### src/rtl/backlight_pkg.sv
// Shared types and defaults for the MiniLED backlight PWM path.
package backlight_pkg;

   localparam int PWM_BITS     = 8;
   localparam int DEF_PRESCALE = 10;
   localparam int DEF_MIN_DUTY = 4;

   typedef enum logic [1:0] {
      OFF  = 2'd0,
      RAMP = 2'd1,
      RUN  = 2'd2
   } bl_state_t;

endpackage

### src/rtl/backlight_pwm_gen_tick.sv
// PWM timebase: prescale counter plus 8-bit tick counter, with first-clock and
// last-clock (boundary) flags for the current period.
module pwm_tick_gen
   import backlight_pkg::*;
#(
   parameter int PRESCALE = DEF_PRESCALE
) (
   input  logic                I_clk,
   input  logic                I_reset,
   output logic [PWM_BITS-1:0] pwm_cnt,
   output logic                period_first,
   output logic                boundary
);

   localparam logic [15:0] PRE_LAST = 16'(PRESCALE - 1);

   logic [15:0] pre_cnt;
   logic        tick;

   assign tick         = (pre_cnt == PRE_LAST);
   assign boundary     = tick && (pwm_cnt == '1);
   assign period_first = (pre_cnt == '0) && (pwm_cnt == '0);

   always_ff @(posedge I_clk or negedge I_reset) begin
      if (!I_reset) begin
         pre_cnt <= '0;
         pwm_cnt <= '0;
      end else if (tick) begin
         pre_cnt <= '0;
         pwm_cnt <= pwm_cnt + 1'b1;
      end else begin
         pre_cnt <= pre_cnt + 1'b1;
      end
   end

endmodule

### src/rtl/backlight_pwm_gen.sv
// Backlight PWM generator: soft-start ramp, min-duty clamp, duty changes only
// at period boundaries so the LED driver never sees a runt pulse.
//
// state | meaning
// OFF   | backlight dark, duty 0, waiting for enable at a boundary
// RAMP  | soft-start, duty steps +1 per period toward target
// RUN   | duty follows clamped brightness once per period
module backlight_pwm_gen
   import backlight_pkg::*;
#(
   parameter int PRESCALE = DEF_PRESCALE,
   parameter int MIN_DUTY = DEF_MIN_DUTY
) (
   input  logic                I_clk,
   input  logic                I_reset,
   input  logic                I_enable,
   input  logic [PWM_BITS-1:0] I_bright_data,
   output logic                O_pwm,
   output logic                O_period_start,
   output logic [PWM_BITS-1:0] O_duty,
   output logic                O_busy
);

   localparam logic [PWM_BITS-1:0] MIN_DUTY_V = PWM_BITS'(MIN_DUTY);

   bl_state_t           state_q, state_d;
   logic [PWM_BITS-1:0] duty_q, duty_d;
   logic [PWM_BITS-1:0] target;
   logic [PWM_BITS:0]   ramp_inc;
   logic [PWM_BITS-1:0] pwm_cnt;
   logic                period_first;
   logic                boundary;

   pwm_tick_gen #(.PRESCALE(PRESCALE)) u_tick (
      .I_clk        (I_clk),
      .I_reset      (I_reset),
      .pwm_cnt      (pwm_cnt),
      .period_first (period_first),
      .boundary     (boundary)
   );

   assign target   = (I_bright_data < MIN_DUTY_V) ? MIN_DUTY_V : I_bright_data;
   assign ramp_inc = {1'b0, duty_q} + 1'b1;

   always_ff @(posedge I_clk or negedge I_reset) begin
      if (!I_reset) begin
         state_q <= OFF;
         duty_q  <= '0;
      end else begin
         state_q <= state_d;
         duty_q  <= duty_d;
      end
   end

   // OFF always holds duty 0, so the first enabled step lands on 1 via ramp_inc.
   always_comb begin
      state_d = state_q;
      duty_d  = duty_q;
      if (boundary) begin
         if (!I_enable) begin
            state_d = OFF;
            duty_d  = '0;
         end else begin
            unique case (state_q)
               OFF, RAMP: begin
                  if (ramp_inc >= {1'b0, target}) begin
                     duty_d  = target;
                     state_d = RUN;
                  end else begin
                     duty_d  = ramp_inc[PWM_BITS-1:0];
                     state_d = RAMP;
                  end
               end
               RUN: duty_d = target;
               default: begin
                  state_d = OFF;
                  duty_d  = '0;
               end
            endcase
         end
      end
   end

   always_ff @(posedge I_clk or negedge I_reset) begin
      if (!I_reset) begin
         O_pwm          <= 1'b0;
         O_period_start <= 1'b0;
      end else begin
         O_pwm          <= (pwm_cnt < duty_q);
         O_period_start <= period_first;
      end
   end

   assign O_duty = duty_q;
   assign O_busy = (state_q == RAMP);

endmodule

### config.mk
export PLATFORM = sky130hd
export DESIGN_NAME = backlight_pwm_gen
export DESIGN_NICKNAME = d
export VERILOG_FILES = /design/src/rtl/backlight_pkg.sv /design/src/rtl/backlight_pwm_gen_tick.sv /design/src/rtl/backlight_pwm_gen.sv
export SDC_FILE = /design/constraint.sdc
export NUM_CORES = 1
export LEC_CHECK = 0
export CAP_MARGIN = 20
export CORE_MARGIN = 2
export CORE_UTILIZATION = 30
export CTS_BUF_LIST = sky130_fd_sc_hd__clkbuf_16
export DETAILED_ROUTE_END_ITERATION = 16
export GPL_TIMING_DRIVEN = 0
export PLACE_DENSITY_LB_ADDON = 0.05
export SYNTH_ARGS = -nofsm -noshare
export SYNTH_HDL_FRONTEND = slang
export SYNTH_HIERARCHICAL = 1
export SYNTH_SLANG_ARGS = --single-unit
export TNS_END_PERCENT = 10
### constraint.sdc
create_clock -name I_clk -period 2.75 [get_ports I_clk]
set_clock_uncertainty 0.1 [all_clocks]
set_input_delay 0.275 -clock I_clk [delete_from_list [all_inputs] [get_ports I_clk]]
set_output_delay 0.275 -clock I_clk [all_outputs]
set_load 0.1 [all_outputs]
-- Word-level counts from Yosys, hierarchy flattened
Index checks and enable logic that the tools add are counted.
- output and inout port bits: 11
- bits of input ports: 11
- register bits: 36
- logic and storage cells: 32
- equality and inequality tests: 5
- multiplexer cells: 8
- reductions and logical operators: 7
- add/subtract/negate cells: 3
- magnitude comparators: 3
- operators by type and width (cell ; number):
    $mux W8 ; 3
    $add A16 B1 Y16 const B ; 1
    $eq A16 B4 Y1 const B ; 1
    $logic_not A16 Y1 ; 1
    $mux W16 ; 1
    $pmux W8 S2 ; 1
    $add A8 B1 Y9 const B ; 1
    $ge A9 B8 Y1 ; 1
    $add A8 B1 Y8 const B ; 1
    $eq A8 B8 Y1 const B ; 1
    $logic_not A8 Y1 ; 1
    $lt A8 B3 Y1 const B ; 1
    $lt A8 B8 Y1 ; 1
    $mux W2 ; 2
    $pmux W2 S2 ; 1
    $eq A2 B1 Y1 const B ; 1
    $eq A2 B2 Y1 const B ; 1
    $logic_and A1 B1 Y1 ; 2
    $logic_not A2 Y1 ; 1
    $ne A2 B2 Y1 const B ; 1
    $reduce_and A2 Y1 ; 1
    $reduce_or A2 Y1 ; 1

-- Logic depth before layout (Yosys ltp)
Gate-level depths: netlist of the first run.
- depth in word-level cells: 6
- depth in mapped cells: 12

-- Modules after synthesis
The synthesis of the first run kept the hierarchy.
- modules (own cells, without submodules) (module ; times used ; sequential area each (sq um) ; area each (sq um) ; cells an instance):
    pwm_tick_gen ; 1 ; 600.6 ; 1198.6 ; 109
    backlight_pwm_gen ; 1 ; 300.3 ; 1114.8 ; 120

-- Least setup slack after synthesis of the first run
No wires, ideal clock.
- kind: reg2reg
- start point: register duty_q[2] (netlist: O_duty[2])
- end point: register duty_q[3] (netlist: O_duty[3])
- period minus slack after synthesis: 3406 ps
- path buffers: 1
- cell stages (with the launch flop): 11
- data arrival time: 3183 ps
- data required time: 2527 ps
- slack: -656 ps
- setup time: 123 ps
- cell sequence: dfrtp_1 -> and4_2 -> nand4_1 -> xnor2_1 -> ha_1 -> nand3_1 -> nor2_1 -> a2111oi_4 -> buf_6 -> nand3b_2 -> a32o_1
- cells in the longest elaborated chain, start to end: 5
- RTL lines (element ; RTL line ; RTL):
    start, declared ; backlight_pwm_gen.sv:27 ; logic [PWM_BITS-1:0] duty_q, duty_d;
    start signal, assigned ; backlight_pwm_gen.sv:51 ; duty_q <= duty_d;
    $add A8 B1 Y9 (*) ; backlight_pwm_gen.sv:43 ; assign ramp_inc = {1'b0, duty_q} + 1'b1;
    $ge A9 B8 Y1 ; backlight_pwm_gen.sv:66 ; if (ramp_inc >= {1'b0, target}) begin
    $mux W8 (*) ; backlight_pwm_gen.sv:66 ;
    $pmux W8 S2 (*) ; backlight_pwm_gen.sv:64 ; unique case (state_q)
    $mux W8 (*) ; backlight_pwm_gen.sv:60 ; if (!I_enable) begin
Every way passes the cells marked *; elsewhere a longest branch is shown, timed or not.
A chain may end at the register's enable or synchronous reset.

-- Final worst setup path of the first run
- start point: register duty_q[0] (netlist: O_duty[0])
- end point: register duty_q[6] (netlist: O_duty[6])
The elaborated chain is that of the path after synthesis.

==> results of run 1 <==
[cell usage in the layout (no fill, tap or decap), drive strengths merged, types with 4 or more instances in the layout]
master and count:
dfrtp 36, buf 25, inv 22, xnor2 21, ha 21, nand2 18
clkdlybuf4s50 16, nand3 16, nor2 12, nand4 12, nor4 7, clkbuf 6
xor2 6, a21o 6, nor2b 4, a21oi 4, o21ai 4, nand3b 4
nor3 4, and4 4
[critical path: cells and delay by family (launching register included)]
kind | cells | cell delay, ns
buf+inv | 1 | 0.21
fa+ha+maj | 2 | 0.50
simple gates | 1 | 0.08
flops | 1 | 0.51
compound gates | 4 | 1.01
xor+xnor | 1 | 0.15
[sequential cells by signal, indices dropped and copies added (netlist names)]
| register | count |
|---|---|
| O_duty | 8 |
| O_pwm | 1 |
| O_period_start | 1 |
| state_q | 2 |
| u_tick/pwm_cnt | 8 |
| u_tick/pre_cnt | 16 |
[cell type report]
cell class	count	area, µm²	area share [%]
buffer	2	26.3	0.849
clock buffer	5	125	4.04
clock inverter	3	12.5	0.404
inverter	21	82.6	2.67
multi-input combinational	170	1420	45.8
sequential	36	926	29.9
tap	102	128	4.12
timing repair buffer	43	379	12.2
[stage by stage]
step	TNS (ns)	utilization, %
global route	-0.0210	40.7
CTS	0	38.1
floorplan	-0.0729	-
finish	0	40.7
detailed placement	-6.22	35.3
global placement	-6.63	35.3
[power groups by stage]
stage	Clock, mW	Sequential, mW	Combinational, mW
floorplan	0	0.540	0.0158
global placement	0	0.540	0.0482
detailed placement	0	0.540	0.0465
CTS	0.564	0.530	0.0477
global route	0.592	0.529	0.0549
finish	0.540	0.530	0.0484
[worst max path at each step]
stage	from	endpoint	slack [ns]	depth (start not counted)
floorplan	O_duty[0]	O_duty[3]	-0.07	9
global placement	I_bright_data[5]	O_duty[3]	-0.82	11
detailed placement	I_bright_data[5]	O_duty[3]	-0.78	11
CTS	u_tick/pre_cnt[1]	O_duty[1]	0.008	11
global route	I_bright_data[2]	O_duty[4]	-0.02	11
finish	O_duty[0]	O_duty[6]	0.07	9
[cell families after synthesis]
logic type,synth area share (%)
and+or+nand+nor,23.5
DFF,38.9
AOI/OAI and AO/OA,11.7
xor gates and xnor gates,10.2
buffers and inverters,4.22
adders and majority gates,11.4
[per-layer routing]
layer	vias up	part of all wire, %	track usage, %
met3	4	3.5	3.12
met1	904	48	18.8
met4	0	0.82	4.35
li1	923	-	-
met2	22	48	22.8
met5	-	0	0
[what timing repair did]
action | 4_1_cts | 5_1_grt
gates resized for setup | 9 | 19
setup buffers | 6 | 16
endpoints found under the setup margin | 10 | 9
pin swaps | 3 | 14
hold buffers | 0 | 0
==> flow_summary.ini, run 1 <==
[grt]
grtUsageTotal_pct = 14.1
grt_max_degree = 37
grt_overflow = 0
grt_pass1_vias = 1871
grt_antenna_before_repair = 0
grt_pass1_wl_um = 9340

[sta]
holdWs_ns = -0.0000487
slew_headroom_pct = 35.1
finalHoldViolations = 2
period_share_pct = 97.5
max_clock_freq_mhz = 373
fin_ws_ns = 0.0698
period_needed_ns = 2.68
rsz0062_at_grt = true
setup_viol = 0
report.final.slew_viol_count = 0
worst_pin_slew_ns = 0.970

[floorplanning]
ios = 22
die_w_um = 91.8
die_h_um = 91.8
fp.coreArea_mm2 = 0.00761
initial_core_util_pct = 30.4
core.rowCount = 32
die_area_mm2 = 0.00843

[setup_path]
r2r_end = O_duty[6]
crit_fanout = 5
start_kind = flip-flop
cp_slowest_stage_delay_ns = 0.51
worstReg2RegStart = O_duty[0]
rrSetupSlack_ns = 0.07
critPathKind = flip-flop to flip-flop
path_cells = ha_4 > xor2_2 > ha_1 > a211oi_2 > o21ai_2 > a2111oi_4 > buf_4 > nand3b_1 > a32o_1
rr_worst_depth = 9
worstPathRequired_ns = 2.81
end_kind = flip-flop
worstPathArrival_ns = 2.74
critPathSlowestCell = dfrtp_4

[synth]
synth-edff-count = 0
ys_types = 48
synth_area_leaders = dfrtp_1, ha_1, xnor2_1, nand3_1, inv_1
synthCells = 229
ys.flop_type = dfrtp_1
synth_top_area_cell = dfrtp_1
synth.net_count = 261
synth_seq_cells = 36
ys_seq_area_share_pct = 38.9
synth_most_common_cell = dfrtp_1
synth_top_area_share_pct = 38.9
syn_area_mm2 = 0.00231
synth_common_cells = dfrtp_1, ha_1, xnor2_1
avgSynthCellArea_um2 = 10.1
yosys_warnings = 6
async_flop_share_pct = 100

[final_layout]
fill_cells = 787
layout.nets = 311
areaGrowthSynthToFinish_pct = 33.8
diodes = 0
drive_gt1_share_pct = 27.5
instances_no_fill = 382
fin_area_mm2 = 0.00310

[power_and_ir_drop]
power_density_mw_per_mm2 = 361
comb_power_share_pct = 4.3
ir_drop_uv = 205
p_sw_uw = 241
p_int_uw = 877
leakage_nw = 1.36
p_total_mw = 1.12
power_frac_clock_pct = 48.3
swShare_pct = 21.6
p_seq_share_pct = 47.4

[placed_design]
dpl.hpwl_um = 3920
placed_cell_area_mm2 = 0.00268
dp_cells = 352
port_buffers = 21
gp_congestion = 0.760
dp_slack_ns = -0.780

[clock_network]
clock-sinks = 36
clk_pin_slew_ns = 0.06
worstSkewPairLatency_ns = 0.27
tritoncts = yes
numCtsBuffers = 5
cts-htree-levels = 2
clock-root-buffer = clkbuf_16
cts_buffer_depth = 2

[status]
violations = hold timing
status = finished, violations left

[routing]
drt-wirelength-per-cell_um = 14.8
route.detailed.drc = 0
finalWirelength_um = 5640
ant_nets = 0
viasPerCell = 4.85
vias = 1853
drt_pass1_iterations = 4
drt-initial-drc-count = 61

[worst_hold_path]
hold_path_class = primary input to asynchronous set/reset pin

[job]
cap_violations = 0
Power figures use the tool's default switching activity.
==> run 2, diff against run 1 <==
--- a/config.mk
+++ b/config.mk
@@ -5,6 +5,7 @@
 export SDC_FILE = /design/constraint.sdc
 export NUM_CORES = 1
 export LEC_CHECK = 0
+export ABC_AREA = 1
 export CAP_MARGIN = 20
 export CORE_MARGIN = 2
 export CORE_UTILIZATION = 30
==> run 2 against run 1 <==
The flow now finishes without violations. Sequential power barely moved. Final area fell by 1.1%. Register-to-register slack improved by 0.21 ns. Wire length rose by 4.4%. Synthesized cell count rose by 55%. Final cell count rose by 29%. Critical path type is now primary input to flip-flop. Largest cell class unchanged. Largest power group unchanged.
==> flow_summary.ini, run 2 <==
[clock_network]
cts-htree-levels = 2
numCtsBuffers = 5
clock-sinks = 36
hold_buffers = 0
worstSkewPairLatency_ns = 0.27
cts_buffer_depth = 2
tritoncts = yes
clock-root-buffer = clkbuf_16
clk_pin_slew_ns = 0.06

[routing]
viasPerCell = 4.43
drt-initial-drc-count = 61
drt-wirelength-per-cell_um = 12.0
route.detailed.drc = 0
vias = 2175
ant_nets = 0
drt_pass1_iterations = 4
finalWirelength_um = 5890

[setup_path]
worstPathArrival_ns = 2.58
critPathSlowestCell = clkdlybuf4s50_1
worstPathRequired_ns = 2.81
path_cells = clkdlybuf4s50_1 > nor4_2 > nand3_1 > nand2_1 > inv_1 > ha_1 > nand2_1 > nor2_1 > nand2_1 > nand3_1 > nand2_1 > nand2_1 > nand2_4 > nand3_4 > nand3_1 > nand2_1 > nand2_1 > nand2_1
end_kind = flip-flop
critPathKind = primary input to flip-flop
start_kind = primary input
worst_path_most_repeated_cell = nand2_1
critPathBufInv = 2
cp_top_family = simple AND/OR/NAND/NOR gates
crit_fanout = 9
cp.depth = 18
cp_slowest_stage_delay_ns = 0.48
rr_worst_depth = 16

[final_layout]
instances_no_fill = 491
fin_area_mm2 = 0.00306
areaGrowthSynthToFinish_pct = 20.2
mostFrequentLayoutCells = nand2_1, inv_1, nor2_1
layout.nets = 417
largest_register_ffs = 16
drive_gt1_share_pct = 7.77
diodes = 0
layout_commonest_cell = nand2_1
largest_register = u_tick/pre_cnt

[synth]
yosys_warnings = 6
ys_seq_area_share_pct = 35.3
synth_seq_cells = 36
syn_area_mm2 = 0.00255
ys.flop_type = dfrtp_1
synth_area_leaders = dfrtp_1, nand2_1, ha_1, inv_1, nor2_1
async_flop_share_pct = 100
synth_common_cells = nand2_1, inv_1, nor2_1
synth_top_area_share_pct = 35.3
synth-edff-count = 0
synth_most_common_cell = nand2_1
synth.net_count = 388
synthCells = 356
synth_top_area_cell = dfrtp_1
ys_types = 30
avgSynthCellArea_um2 = 7.16

[sta]
period_share_pct = 91.7
period_needed_ns = 2.52
report.final.slew_viol_count = 0
slew_headroom_pct = 34.0
setup_viol = 0
finalHoldViolations = 0
fin_ws_ns = 0.227
worst_pin_slew_ns = 0.987
max_clock_freq_mhz = 396

[placed_design]
dpl.hpwl_um = 4580
placed_cell_area_mm2 = 0.00289
port_buffers = 21
dp_cells = 482
dp_slack_ns = -0.190
gp_congestion = 0.751

[power_and_ir_drop]
leakage_nw = 1.69
p_total_mw = 1.13
ir_drop_uv = 221
power_density_mw_per_mm2 = 369

[grt]
grt_overflow = 0
grtUsageTotal_pct = 14.2
grt_pass1_vias = 2098
grt_antenna_before_repair = 0
grt_max_degree = 37
grt_pass1_wl_um = 10200

[job]
cap_violations = 0

[floorplanning]
core.rowCount = 33
ios = 22
fp.coreArea_mm2 = 0.00822
die_w_um = 96.2
die_h_um = 96.2
initial_core_util_pct = 31.0
die_area_mm2 = 0.00925

[worst_hold_path]
hold_path_class = primary input to asynchronous set/reset pin

[status]
status = finished clean
## run 2: metal layers
layer / routed length, µm / share of wire [%] / GRT usage (%)
met1: 2920 / 50 / 19.2
met2: 2810 / 48 / 24.1
met3: 121 / 2.1 / 2.43
met4: 33 / 0.56 / 2.50
met5: 0 / 0 / 0
## run 2: final cells by class
class / instances / area (µm²)
Buffer: 1 / 11.3
Timing Repair Buffer: 22 / 215
Fill cell: 875 / 5150
Clock buffer: 5 / 125
Multi-Input combinational cell: 261 / 1440
Tap cell: 105 / 131
Inverter: 58 / 218
Clock inverter: 3 / 18.8
Sequential cell: 36 / 906
## run 2: path summary, 6_finish.rpt
check	start	end	slack, ns
hold reg to reg	u_tick/pre_cnt[5]	u_tick/pre_cnt[5]	0.42
hold / removal	I_reset	state_q[0]	0.01
min in group I_clk	I_bright_data[5]	O_duty[5]	0.38
setup reg to reg	O_duty[0]	O_duty[5]	0.28
max in group asynchronous	I_reset	O_duty[1]	1.94
setup / recovery	I_bright_data[7]	O_duty[5]	0.23
## run 2: repair_timing
action                     CTS  global route
setup buffers                0             1
setup endpoints to repair    0             9
gates resized for setup      0             4
hold endpoints to repair     0             0
## run 2: cells by family after synthesis
kind of cell	after synthesis	synth area share [%]
simple gates	207	35.5
compound gates	18	4.66
xor+xnor	15	5.15
flops	36	35.3
buf+inv	59	8.98
fa+ha+maj	21	10.3
## run 2: worst register-to-register path, cell delays in order, from the launching register on
cell     delay, ns
dfrtp_2       0.44
ha_1          0.25
nand3_2       0.13
xor2_2        0.18
ha_1          0.26
nand2_1       0.09
nor2_1        0.05
nand2_1       0.06
nand3_1       0.08
nand2_1       0.07
nand2_1       0.08
nand2_4       0.12
nand3_4       0.12
nand3_1       0.10
nand2_1       0.07
nand2_1       0.08
nand2_1       0.07
## run 2: per-stage QoR
step | setup TNS (ns) | hold WS (ns) | util [%]
floorplan | 0 | -0.121 | -
global placement | -1.11 | 0.407 | 35.2
detailed placement | -1.17 | 0.343 | 35.2
CTS | 0 | 0.0547 | 36.9
global route | -0.00614 | 0.103 | 37.3
finish | 0 | 0.0125 | 37.3
## run 2: report_power, final
part	switching (mW)	internal [mW]	leakage, nW	total (mW)
Clock	0.219	0.334	0.0736	0.553
Combinational	0.0271	0.0202	1.19	0.0474
Sequential	0	0.530	0.436	0.530
==> RTL edit: new RTL, flow settings as in run 1 <==
Encoding of `bl_state_t`: now one-hot (3 bits for 3 states).
--- a/src/rtl/backlight_pkg.sv
+++ b/src/rtl/backlight_pkg.sv
@@ -6,8 +6,8 @@
    localparam int DEF_MIN_DUTY = 4;
 
-   typedef enum logic [1:0] {
-      OFF  = 2'd0,
-      RAMP = 2'd1,
-      RUN  = 2'd2
+   typedef enum logic [2:0] {
+      OFF  = 3'b001,
+      RAMP = 3'b010,
+      RUN  = 3'b100
    } bl_state_t;
 
Behaviour: same outputs for any inputs over 10 cycles, from zero or initial values and one cycle with I_reset low; not proved beyond that.
==> RTL edit against run 1 <==
  * Via count shrank 0.70%
  * Core utilization grew 0.43 points
  * Synthesized cell count grew 4.8%
  * Global-route usage shrank 0.33 points
  * Setup slack gained 32 ps
  * Design area grew 1.6%
  * Power grew 2.6%
  * Routed wire length shrank 5.8%
  * Sequential cell count grew 1
  * Area after synthesis grew 1.6%
  * Critical path type unchanged
==> RTL edit: results (changes against run 1) <==
The run gives 0.00276 mm² (+2.7%) as the placed instance area. Sum of internal, switching and leakage power: 0.00115 W (+2.6%). The non-filler instance count after layout is 388 (+1.6%), and the slew at the pin with the worst max-slew slack is 967 ps (-3.66 ps).

The share of post-route cells with drive strength above 1 came out at 0.252 (-0.0233). The commonest cells after synthesis are sky130_fd_sc_hd__dfrtp_1, sky130_fd_sc_hd__nor2_1, sky130_fd_sc_hd__inv_1, sky130_fd_sc_hd__xnor2_1, sky130_fd_sc_hd__ha_1. The first-iteration detailed-routing DRC count was 74 (+21%). The tools report the number of distinct standard cells referenced by the synthesized netlist as 47 (-2.1%). The run finished with clean final reports.

The post-DP HPWL was 4060 µm (+3.5%); the synthesized area divided by synthesized cell count was 9.79 µm² (-3.1%). Number of detailed-routing iterations run before antenna repair: 5 (+1). The slack of the worst reg-to-reg path is 100 ps (+30 ps). The via count of the first global-routing pass was 1824 (-2.5%). The met1 usage was 0.193 (+0.00565). For the netlist area before placement, the log shows 0.00235 mm² (+1.6%).

In this run the critical register-to-register path is launched from O_duty[6]. For the fraction of power consumed by the clock network, the log shows 0.480 (-0.003). For the wire length on met2, the log shows 2380 µm (-12%).

The logs give 0.0277 (-0.00356) for the met3 track utilization from global routing and 152 µm (-23%) for the routed length on met3. The final worst hold slack was 404 ps (+404 ps); the wire length on met1 was 2740 µm (+1.2%). The leakage power is 1.37 nW (+0.76%), and the maximum number of pins on one net before global-route repair is 20 (-46%).
-- RTL edit: cells by family after synthesis --
family | after synthesis | share of synthesized area
compound gates | 34 | 0.122
xor+xnor | 27 | 0.101
fa+ha+maj | 21 | 0.112
buf+inv | 25 | 0.0415
flops | 37 | 0.395
simple gates | 96 | 0.230
-- RTL edit: final cells by class --
| cell class | count | area (µm²) |
|---|---|---|
| fillers | 766 | 4500 |
| multi-input cells | 178 | 1460 |
| flip-flops and latches | 37 | 958 |
| repair buffers | 38 | 355 |
| well taps | 102 | 128 |
| clock buffers | 5 | 125 |
| inverters | 23 | 86.3 |
| plain buffers | 2 | 18.8 |
| clock inverters | 3 | 17.5 |
-- RTL edit: timing repair --
item,CTS,global route
buffers inserted,2,13
pin swaps,3,13
resized for setup,6,21
setup endpoints to repair,11,10
hold buffers,1,0
hold endpoints to repair,17,0
